--- src/rtl/washer_pkg.sv ---
// -----------------------------------------------------------------------------
// washer_pkg
// Shared constants and types for the washing-machine design. Used by the
// front-panel controller and by the timing block, so encodings of run state,
// wash model and water level live in exactly one place.
// -----------------------------------------------------------------------------
package washer_pkg;

    // Run-state encoding of the control word (2'b11 is never produced)
    localparam logic [1:0] RS_IDLE  = 2'b00;
    localparam logic [1:0] RS_RUN   = 2'b01;
    localparam logic [1:0] RS_PAUSE = 2'b10;

    typedef enum logic [1:0] {
        ST_IDLE  = RS_IDLE,
        ST_RUN   = RS_RUN,
        ST_PAUSE = RS_PAUSE
    } run_state_e;

    // Wash model codes
    localparam logic [2:0] MODEL_WRS        = 3'd0; // wash-rinse-spin
    localparam logic [2:0] MODEL_WASH       = 3'd1;
    localparam logic [2:0] MODEL_WASH_RINSE = 3'd2;
    localparam logic [2:0] MODEL_RINSE      = 3'd3;
    localparam logic [2:0] MODEL_RINSE_SPIN = 3'd4;
    localparam logic [2:0] MODEL_SPIN       = 3'd5;

    // Water level range
    localparam logic [2:0] WATER_MIN = 3'd1;
    localparam logic [2:0] WATER_MAX = 3'd5;
    localparam logic [2:0] WATER_DEF = 3'd2;

    // One press pulse per button
    typedef struct packed {
        logic power;
        logic start;
        logic model;
        logic water;
    } press_t;

    // Keep only the highest-priority press of a cycle:
    // power > start > model > water. The others are dropped, not queued.
    function automatic press_t prioritize(input press_t raw);
        press_t res;
        res = '0;
        if (raw.power)      res.power = 1'b1;
        else if (raw.start) res.start = 1'b1;
        else if (raw.model) res.model = 1'b1;
        else if (raw.water) res.water = 1'b1;
        return res;
    endfunction

endpackage

--- src/rtl/btn_debounce.sv ---
// -----------------------------------------------------------------------------
// btn_debounce
// Conditions one raw push-button: 2-flop synchronizer, stability debouncer and
// rising-edge detector. Produces a single-cycle press pulse.
//
// Ports:
//   clk     - system clock
//   rst     - asynchronous active-high reset
//   btn_i   - raw asynchronous button, active-high
//   press_o - one-cycle pulse when the debounced level goes 0->1
//
// A clean raw edge gives press_o high 2 + DEBOUNCE_N cycles after the first
// sampling edge, so registered consumers update one cycle later.
// -----------------------------------------------------------------------------
module btn_debounce #(
    parameter int DEBOUNCE_N = 1_000_000
) (
    input  logic clk,
    input  logic rst,
    input  logic btn_i,
    output logic press_o
);

    // Counter only needs to reach DEBOUNCE_N-1
    localparam int CW = (DEBOUNCE_N > 1) ? $clog2(DEBOUNCE_N) : 1;
    localparam logic [CW-1:0] CNT_LAST = CW'(DEBOUNCE_N - 1);

    logic          sync1_q, sync2_q;
    logic          db_q, db_d;
    logic          db_prev_q;
    logic [CW-1:0] cnt_q, cnt_d;

    always_ff @(posedge clk or posedge rst) begin
        if (rst) begin
            sync1_q   <= 1'b0;
            sync2_q   <= 1'b0;
            db_q      <= 1'b0;
            db_prev_q <= 1'b0;
            cnt_q     <= '0;
        end else begin
            sync1_q   <= btn_i;
            sync2_q   <= sync1_q;
            db_q      <= db_d;
            db_prev_q <= db_q;
            cnt_q     <= cnt_d;
        end
    end

    // The debounced level follows the synchronized input only after it has
    // disagreed for DEBOUNCE_N consecutive cycles; any agreement restarts.
    always_comb begin
        db_d  = db_q;
        cnt_d = '0;
        if (sync2_q != db_q) begin
            if (cnt_q == CNT_LAST) begin
                db_d  = sync2_q;
                cnt_d = '0;
            end else begin
                cnt_d = cnt_q + 1'b1;
            end
        end
    end

    assign press_o = db_q & ~db_prev_q;

endmodule

--- src/rtl/washer_panel_ctrl.sv ---
// -----------------------------------------------------------------------------
// washer_panel_ctrl
// Front-panel controller: turns four raw buttons and the timing block's
// finish flag into the registered control word (power, run state, model,
// water level), sounds a completion buzzer and powers off automatically
// after a finished cycle.
//
// Ports:
//   clk, rst       - 100 MHz clock, asynchronous active-high reset
//   btn_power      - raw power button
//   btn_start      - raw start/pause button
//   btn_model      - raw model-select button
//   btn_water      - raw water-level button
//   finish         - cycle complete (level, synchronous to clk)
//   power_light    - machine powered
//   run_state      - 00 idle, 01 running, 10 paused
//   current_model  - wash model 0..5
//   current_water  - water level 1..5
//   buzzer         - completion alarm
// -----------------------------------------------------------------------------
module washer_panel_ctrl
    import washer_pkg::*;
#(
    parameter int DEBOUNCE_N = 1_000_000,
    parameter int ALARM_N    = 300_000_000,
    parameter int AUTO_OFF_N = 1_000_000_000
) (
    input  logic       clk,
    input  logic       rst,
    input  logic       btn_power,
    input  logic       btn_start,
    input  logic       btn_model,
    input  logic       btn_water,
    input  logic       finish,
    output logic       power_light,
    output logic [1:0] run_state,
    output logic [2:0] current_model,
    output logic [2:0] current_water,
    output logic       buzzer
);

    localparam logic [31:0] ALARM_LIM = 32'(ALARM_N);
    localparam logic [31:0] AUTO_LIM  = 32'(AUTO_OFF_N);

    // ------------------------------------------------------------------
    // Button conditioning
    // ------------------------------------------------------------------
    logic [3:0] raw_btn;
    logic [3:0] press_vec;
    press_t     press_raw, press;

    assign raw_btn = {btn_power, btn_start, btn_model, btn_water};

    generate
        for (genvar gi = 0; gi < 4; gi++) begin : g_btn
            btn_debounce #(
                .DEBOUNCE_N (DEBOUNCE_N)
            ) u_db (
                .clk     (clk),
                .rst     (rst),
                .btn_i   (raw_btn[gi]),
                .press_o (press_vec[gi])
            );
        end
    endgenerate

    assign press_raw = press_t'(press_vec);
    assign press     = prioritize(press_raw);

    // ------------------------------------------------------------------
    // State
    // ------------------------------------------------------------------
    run_state_e  state_q, state_d;
    logic        power_q, power_d;
    logic [2:0]  model_q, model_d;
    logic [2:0]  water_q, water_d;
    logic        buzzer_q, buzzer_d;
    logic [31:0] alarm_cnt_q, alarm_cnt_d;
    logic [31:0] auto_cnt_q, auto_cnt_d;
    logic        auto_act_q, auto_act_d;
    logic        fin_q;
    logic        fin_rise;

    always_ff @(posedge clk or posedge rst) begin
        if (rst) begin
            state_q     <= ST_IDLE;
            power_q     <= 1'b0;
            model_q     <= MODEL_WRS;
            water_q     <= WATER_DEF;
            buzzer_q    <= 1'b0;
            alarm_cnt_q <= '0;
            auto_cnt_q  <= '0;
            auto_act_q  <= 1'b0;
            fin_q       <= 1'b0;
        end else begin
            state_q     <= state_d;
            power_q     <= power_d;
            model_q     <= model_d;
            water_q     <= water_d;
            buzzer_q    <= buzzer_d;
            alarm_cnt_q <= alarm_cnt_d;
            auto_cnt_q  <= auto_cnt_d;
            auto_act_q  <= auto_act_d;
            fin_q       <= finish;
        end
    end

    // finish is already synchronous; a rise only matters while powered
    assign fin_rise = finish & ~fin_q & power_q;

    // ------------------------------------------------------------------
    // Next-state logic
    // ------------------------------------------------------------------
    always_comb begin
        state_d     = state_q;
        power_d     = power_q;
        model_d     = model_q;
        water_d     = water_q;
        buzzer_d    = buzzer_q;
        alarm_cnt_d = alarm_cnt_q;
        auto_cnt_d  = auto_cnt_q;
        auto_act_d  = auto_act_q;

        if (press.power) begin
            // Both directions land on the same defaults; powering off
            // additionally silences the alarm and cancels both counters.
            power_d     = ~power_q;
            state_d     = ST_IDLE;
            model_d     = MODEL_WRS;
            water_d     = WATER_DEF;
            buzzer_d    = 1'b0;
            alarm_cnt_d = '0;
            auto_cnt_d  = '0;
            auto_act_d  = 1'b0;
        end else begin
            if (press.start && power_q && !finish) begin
                case (state_q)
                    ST_IDLE:  state_d = ST_RUN;
                    ST_RUN:   state_d = ST_PAUSE;
                    ST_PAUSE: state_d = ST_RUN;
                    default:  state_d = ST_IDLE;
                endcase
            end

            if (press.model && power_q && state_q == ST_IDLE) begin
                model_d = (model_q == MODEL_SPIN) ? MODEL_WRS : model_q + 3'd1;
            end

            if (press.water && power_q && state_q == ST_IDLE) begin
                water_d = (water_q == WATER_MAX) ? WATER_MIN : water_q + 3'd1;
            end

            if (power_q) begin
                if (fin_rise) begin
                    // Count starts at 1 so the terminal compare against the
                    // limit yields exactly ALARM_N / AUTO_OFF_N cycles.
                    buzzer_d    = 1'b1;
                    alarm_cnt_d = 32'd1;
                    auto_act_d  = 1'b1;
                    auto_cnt_d  = 32'd1;
                end else begin
                    if (buzzer_q) begin
                        if (alarm_cnt_q >= ALARM_LIM) begin
                            buzzer_d = 1'b0;
                        end else begin
                            alarm_cnt_d = alarm_cnt_q + 32'd1;
                        end
                    end

                    if (auto_act_q) begin
                        if (auto_cnt_q >= AUTO_LIM) begin
                            power_d     = 1'b0;
                            state_d     = ST_IDLE;
                            model_d     = MODEL_WRS;
                            water_d     = WATER_DEF;
                            buzzer_d    = 1'b0;
                            alarm_cnt_d = '0;
                            auto_cnt_d  = '0;
                            auto_act_d  = 1'b0;
                        end else begin
                            auto_cnt_d = auto_cnt_q + 32'd1;
                        end
                    end
                end
            end
        end
    end

    assign power_light   = power_q;
    assign run_state     = state_q;
    assign current_model = model_q;
    assign current_water = water_q;
    assign buzzer        = buzzer_q;

endmodule

--- config.mk ---
export PLATFORM = sky130hd
export DESIGN_NAME = washer_panel_ctrl
export DESIGN_NICKNAME = d
export VERILOG_FILES = /design/src/rtl/washer_pkg.sv /design/src/rtl/btn_debounce.sv /design/src/rtl/washer_panel_ctrl.sv
export SDC_FILE = /design/constraint.sdc
export NUM_CORES = 1
export LEC_CHECK = 0
export ABC_CLOCK_PERIOD_IN_PS = 5300
export BUFFER_PORTS_ARGS = -buffer_cell sky130_fd_sc_hd__buf_2
export CAP_MARGIN = 20
export CORE_MARGIN = 4
export CORE_UTILIZATION = 35
export CTS_CLUSTER_SIZE = 40
export DETAILED_ROUTE_END_ITERATION = 6
export PLACE_DENSITY_LB_ADDON = 0.1
export SLEW_MARGIN = 0
export SYNTH_ARGS = -nofsm -noshare
export SYNTH_HDL_FRONTEND = slang
export SYNTH_SLANG_ARGS = --single-unit
--- constraint.sdc ---
create_clock -name clk -period 5.3 [get_ports clk]
set_input_delay 1.06 -clock clk [delete_from_list [all_inputs] [get_ports clk]]
set_output_delay 1.06 -clock clk [all_outputs]
set_load 0.005 [all_outputs]
==> impl_metrics.json, run 1 <==
{
  "status": "finished, final reports clean",
  "yosys.area.top_type": "dfrtp_1",
  "synth_edf_count": 0,
  "grt_pass1_wl_mm": 30.4,
  "via_per_inst": 4.99,
  "ant_nets": 0,
  "dieArea_um2": 26600,
  "fp.coreArea_um2": 23500,
  "ys_top_cells_by_area": "dfrtp_1, xor2_1, nor2_1",
  "dr.pass1.iters": 4,
  "grt_util_all_layers_pct": 13.9,
  "ys_top_cells_by_count": "dfrtp_1, nor2_1, nand2_1",
  "synth_most_common_cell": "dfrtp_1",
  "first_global_vias": 6081,
  "dp.cells": 1183,
  "critPathMaxFanout": 21,
  "hold_class": "register to register",
  "first_iter_violations": 359,
  "drive_gt1_share_pct": 8.14,
  "maxCapViolCount": 0,
  "setup.worst_path.start_class": "register",
  "die_w_um": 163,
  "fin_util_pct": 40.2,
  "drc": 0,
  "p_leak_uw": 0.00413,
  "synth_top_cell_area_share_pct": 50.9,
  "syn_area_per_cell_um2": 9.72,
  "fmax_mhz": 351,
  "h-tree-depth": 4,
  "critical-path-top-delay-family": "compound AO/OA/AOI/OAI gates",
  "rsz0062_at_grt": "false",
  "path_clk_slew_ns": 0.07,
  "ys_ff_latch": 172,
  "wl_per_cell_um": 14.1,
  "synthArstFlopShare_pct": 100,
  "yosysUniqueCellTypes": 62,
  "num-fill-cells": 2370,
  "cp_cell_sequence": "a2111oi_0 -> o31a_1 -> o211ai_1 -> a21oi_2 -> buf_4 -> nor2_1 -> buf_4 -> nor2_1",
  "nets": 899,
  "antenna_found_initial": 0,
  "slew_headroom_pct": 37.1,
  "final_hold_viol_count": 0,
  "path_buf_inv": 2,
  "grt-ovfl-total": 0,
  "finalNonFillerCells": 1217,
  "syn_inst": 865,
  "cpPeakStageDelay_ns": 0.65,
  "power_density_nw_per_um2": 294,
  "ys_seq_area_share_pct": 51.2,
  "peakVddDrop_v": 0.000146,
  "tightest_slew_ns": 0.943,
  "cts-root-buf": "clkbuf_16",
  "cts_tree": "yes",
  "ctsResizeCount": 0,
  "postCtsHoldBufs": 0,
  "vias": 6078,
  "clkLatencyLatePin_ns": 0.43,
  "syn_to_final_growth_pct": 12.5,
  "fin_crit_sh_pct": 53.8,
  "wl_mm": 17.2,
  "period_minus_slack_ns": 2.85,
  "cts.sinks": 172,
  "worstSetupPathType": "register to register",
  "io_pins": 17,
  "worst-endpoint-required_ns": 5.65,
  "postCtsSetupBuffers": 0,
  "report.final.slew_viol_count": 0,
  "die_y_um": 163,
  "fin_skew_ns": 0.0142,
  "tns_ns": 0,
  "place_area_um2": 8860,
  "hold_slack_ns": 0.353,
  "arrival_ns": 3.20,
  "ys.flop_type": "dfrtp_1",
  "core.rowCount": 56,
  "netlist_area_um2": 8410,
  "yosysWarningCount": 0,
  "initial_core_util_pct": 35.7,
  "cts_buffer_depth": 2,
  "finalInstanceArea_um2": 9460,
  "critPathCaptureType": "register",
  "grt_max_degree": 173,
  "syn_nets": 880,
  "cts_made_buffers": 17,
  "gp_congestion": 0.738,
  "setup_viol": 0,
  "place_hpwl_mm": 11.0,
  "io_buffer_count": 16,
  "cp_slowest_cell": "a21oi_2"
}
-- layout make-up --
class	count	area [µm²]	area share, %
flip-flops and latches	172	4310	45.5
diodes	1	2.50	0.0265
multi-input cells	641	3900	41.3
repair buffers	23	149	1.57
well taps	319	399	4.22
clock inverters	14	150	1.59
clock buffers	18	439	4.64
inverters	29	113	1.19
-- logic make-up (layout without fill, tap and decap cells) --
family	Yosys count	count (layout)	synth area share, %
compound gates	121	121	9.49
buf+inv	52	84	2.46
flops	172	172	51.2
simple gates	408	408	24.7
fa+ha+maj	8	8	1.19
mux	6	6	0.774
other cells	0	1	0
xor+xnor	98	98	10.2
-- layout by cell type, fill, tap and decap left out, types with 8 or more instances in the layout --
cell type  synthesis  layout
a21oi_1           26      25
a31oi_1           20      20
and2_1            15      15
and3_1            21      21
and4_1            13      13
buf_2              0      16
clkbuf_16          0      17
dfrtp_1          171     171
ha_1               8       8
inv_1             29      28
nand2_1           69      69
nand2b_1          10      10
nand3_1           54      54
nand4_1           30      30
nor2_1           128     128
nor3_1            19      19
nor4_1            11      11
o21ai_0           24      22
o21ai_1            8      10
or3_1             12      12
xnor2_1           40      40
xor2_1            58      58
-- power breakdown --
part	leakage (µW)	internal (µW)	switching, µW	total, µW
Combinational	0.00150	51.4	92.6	144
Clock	0.000289	642	605	1250
Sequential	0.00234	1350	38.8	1390
Total	0.00413	2050	737	2780
-- metal layers --
metal / GRT usage, % / part of all wire (%) / vias to the layer above
met5: 0 / 0 / -
met1: 19.3 / 51 / 2939
met4: 4.00 / 0.57 / 0
li1: - / - / 3086
met3: 2.76 / 2.1 / 8
met2: 22.3 / 47 / 45
-- worst register-to-register path: stages (launching register included) --
cell,delay [ns]
dfrtp_1,0.43
a2111oi_0,0.54
o31a_1,0.22
o211ai_1,0.17
a21oi_2,0.65
buf_4,0.37
nor2_1,0.06
buf_4,0.21
nor2_1,0.14
-- path summary, 6_finish.rpt --
path	cells after the start	end	slack [ns]	startpoint
worst max-delay path	8	auto_cnt_q[9]	2.45	auto_cnt_q[17]
worst min-delay path	0	g_btn[1].u_db.sync2_q	0.35	g_btn[1].u_db.sync1_q
worst max register to register	8	auto_cnt_q[9]	2.45	auto_cnt_q[17]
worst min register to register	0	g_btn[1].u_db.sync2_q	0.35	g_btn[1].u_db.sync1_q
max in group asynchronous	3	alarm_cnt_q[22]	3.72	rst
min in group asynchronous	3	g_btn[0].u_db.cnt_q[18]	0.89	rst
-- flip-flops by register name (all words and copies together), names as in the netlist, 3 cells and up --
| register | count |
|---|---|
| g_btn.u_db.cnt_q | 80 |
| alarm_cnt_q | 32 |
| auto_cnt_q | 32 |
| g_btn.u_db.db_prev_q | 4 |
| g_btn.u_db.db_q | 4 |
| g_btn.u_db.sync1_q | 4 |
| g_btn.u_db.sync2_q | 4 |
| current_model | 3 |
| current_water | 3 |
-- through the flow --
stage | total power, µW | setup WS, ns
floorplan | 1520 | 2.04
global placement | 1560 | 2.08
detailed placement | 1560 | 1.88
CTS | 2840 | 2.18
global route | 2910 | 2.16
finish | 2780 | 2.45
Power figures use the tool's default switching activity.
==> inputs of run 2 (changes only) <==
ABC_CLOCK_PERIOD_IN_PS = 2900   (was 5300)
clock period = 2.9 ns   (was 5.3 ns; I/O delays follow)
==> impl_metrics.json, run 2 (synthesized netlist as in run 1, its figures left out) <==
{
  "status": "finished, final reports clean",
  "power_density_nw_per_um2": 532,
  "top_regs": "g_btn.u_db.cnt_q x80, alarm_cnt_q x32, auto_cnt_q x32",
  "cts_made_buffers": 17,
  "first_iter_violations": 299,
  "gp_congestion": 0.728,
  "die_y_um": 163,
  "report.final.slew_viol_count": 0,
  "largest_reg_flops": 80,
  "grt-ovfl-total": 0,
  "final_cell_mix": "dfrtp_1, nor2_1, nand2_1",
  "place_area_um2": 8950,
  "path_clk_slew_ns": 0.07,
  "cts.sinks": 172,
  "first_global_vias": 6056,
  "rsz0062_at_grt": "false",
  "place_hpwl_mm": 11.6,
  "worstSetupPathType": "register to register",
  "insertedDiodeCount": 0,
  "h-tree-depth": 4,
  "cts_tree": "yes",
  "io_pins": 17,
  "finalNonFillerCells": 1227,
  "nets": 911,
  "wl_mm": 17.6,
  "postCtsSetupBuffers": 0,
  "cpPeakStageDelay_ns": 0.56,
  "grt_max_degree": 89,
  "slew_headroom_pct": 46.1,
  "syn_to_final_growth_pct": 13.1,
  "via_per_inst": 5.00,
  "fmax_mhz": 396,
  "ctsResizeCount": 0,
  "fp.coreArea_um2": 23500,
  "clkLatencyLatePin_ns": 0.43,
  "cts-root-buf": "clkbuf_16",
  "postCtsHoldBufs": 0,
  "core.rowCount": 56,
  "peakVddDrop_v": 0.000257,
  "wl_per_cell_um": 14.3,
  "drive_gt1_share_pct": 9.25,
  "vias": 6134,
  "fin_crit_sh_pct": 87.1,
  "p_leak_uw": 0.00417,
  "period_minus_slack_ns": 2.53,
  "setup.worst_path.start_class": "register",
  "maxCapViolCount": 0,
  "dieArea_um2": 26600,
  "cp_cell_sequence": "or4_4 -> a311o_4 -> a31oi_2 -> buf_4 -> nand4_1 -> or3_1 -> o21ai_1",
  "dr.pass1.iters": 4,
  "grt_util_all_layers_pct": 14.1,
  "tns_ns": 0,
  "worst-endpoint-required_ns": 3.26,
  "critPathCaptureType": "register",
  "dp.cells": 1196,
  "final_hold_viol_count": 0,
  "largest-register": "g_btn.u_db.cnt_q",
  "ant_nets": 0,
  "die_w_um": 163,
  "fin_skew_ns": 0.00891,
  "pre_cts_slack_ns": 0.394,
  "final_common_cell": "dfrtp_1",
  "initial_core_util_pct": 35.7,
  "drc": 0,
  "setup_ws_ns": 0.374,
  "path_buf_inv": 1,
  "critPathMaxFanout": 15,
  "finalInstanceArea_um2": 9510,
  "grt_pass1_wl_mm": 30.6,
  "cp_slowest_cell": "or4_4",
  "arrival_ns": 2.88,
  "r2r_setup_slack_ns": 0.37,
  "antenna_found_initial": 0,
  "tightest_slew_ns": 0.803,
  "critical-path-top-delay-family": "simple AND/OR/NAND/NOR gates",
  "setup_viol": 0,
  "hold_class": "input pin to async pin",
  "io_buffer_count": 16,
  "cts_buffer_depth": 2
}
[run 2: worst register-to-register path, stage by stage, from the launching register on]
cell and delay (ns):
dfrtp_1 0.43, or4_4 0.56, a311o_4 0.44, a31oi_2 0.26, buf_4 0.26, nand4_1 0.12, or3_1 0.32, o21ai_1 0.08
[run 2: layout make-up]
| type | count | area, µm² |
|---|---|---|
| clock buffers | 17 | 425 |
| clock inverters | 14 | 134 |
| well taps | 319 | 399 |
| multi-input cells | 641 | 3900 |
| flip-flops and latches | 172 | 4310 |
| repair buffers | 35 | 235 |
| fillers | 2361 | 14000 |
| inverters | 29 | 113 |
[run 2: metrics by stage]
| step | util (%) | power, µW | hold slack (ns) |
|---|---|---|---|
| after CTS | 40.4 | 5160 | 0.0985 |
| final | 40.4 | 5060 | 0.107 |
| after global routing | 40.4 | 5310 | 0.113 |
| after floorplan | - | 2780 | 0.331 |
| after global placement | 38.0 | 2860 | 0.334 |
| after detailed placement | 38.0 | 2860 | 0.335 |
[run 2: path summary, 6_finish.rpt]
path,end,start,cells after the start
max,alarm_cnt_q[6],alarm_cnt_q[18],7
min,run_state[0],rst,2
max reg2reg,alarm_cnt_q[6],alarm_cnt_q[18],7
min reg2reg,g_btn[3].u_db.sync2_q,g_btn[3].u_db.sync1_q,0
max in group asynchronous,current_water[1],rst,3
min in group clk,g_btn[0].u_db.sync1_q,btn_water,1
[run 2: per-layer routing]
layer	up-vias	GRT usage (%)	wire (µm)
met3	10	2.96	414
met4	0	4.00	188
met2	58	22.1	7930
met1	2977	19.9	9030
met5	-	0	0
li1	3089	-	-
[run 2: power breakdown]
part,switching [µW],internal [µW]
clock network,1050,1200
logic,172,98.2
registers,71.0,2470
total,1290,3770
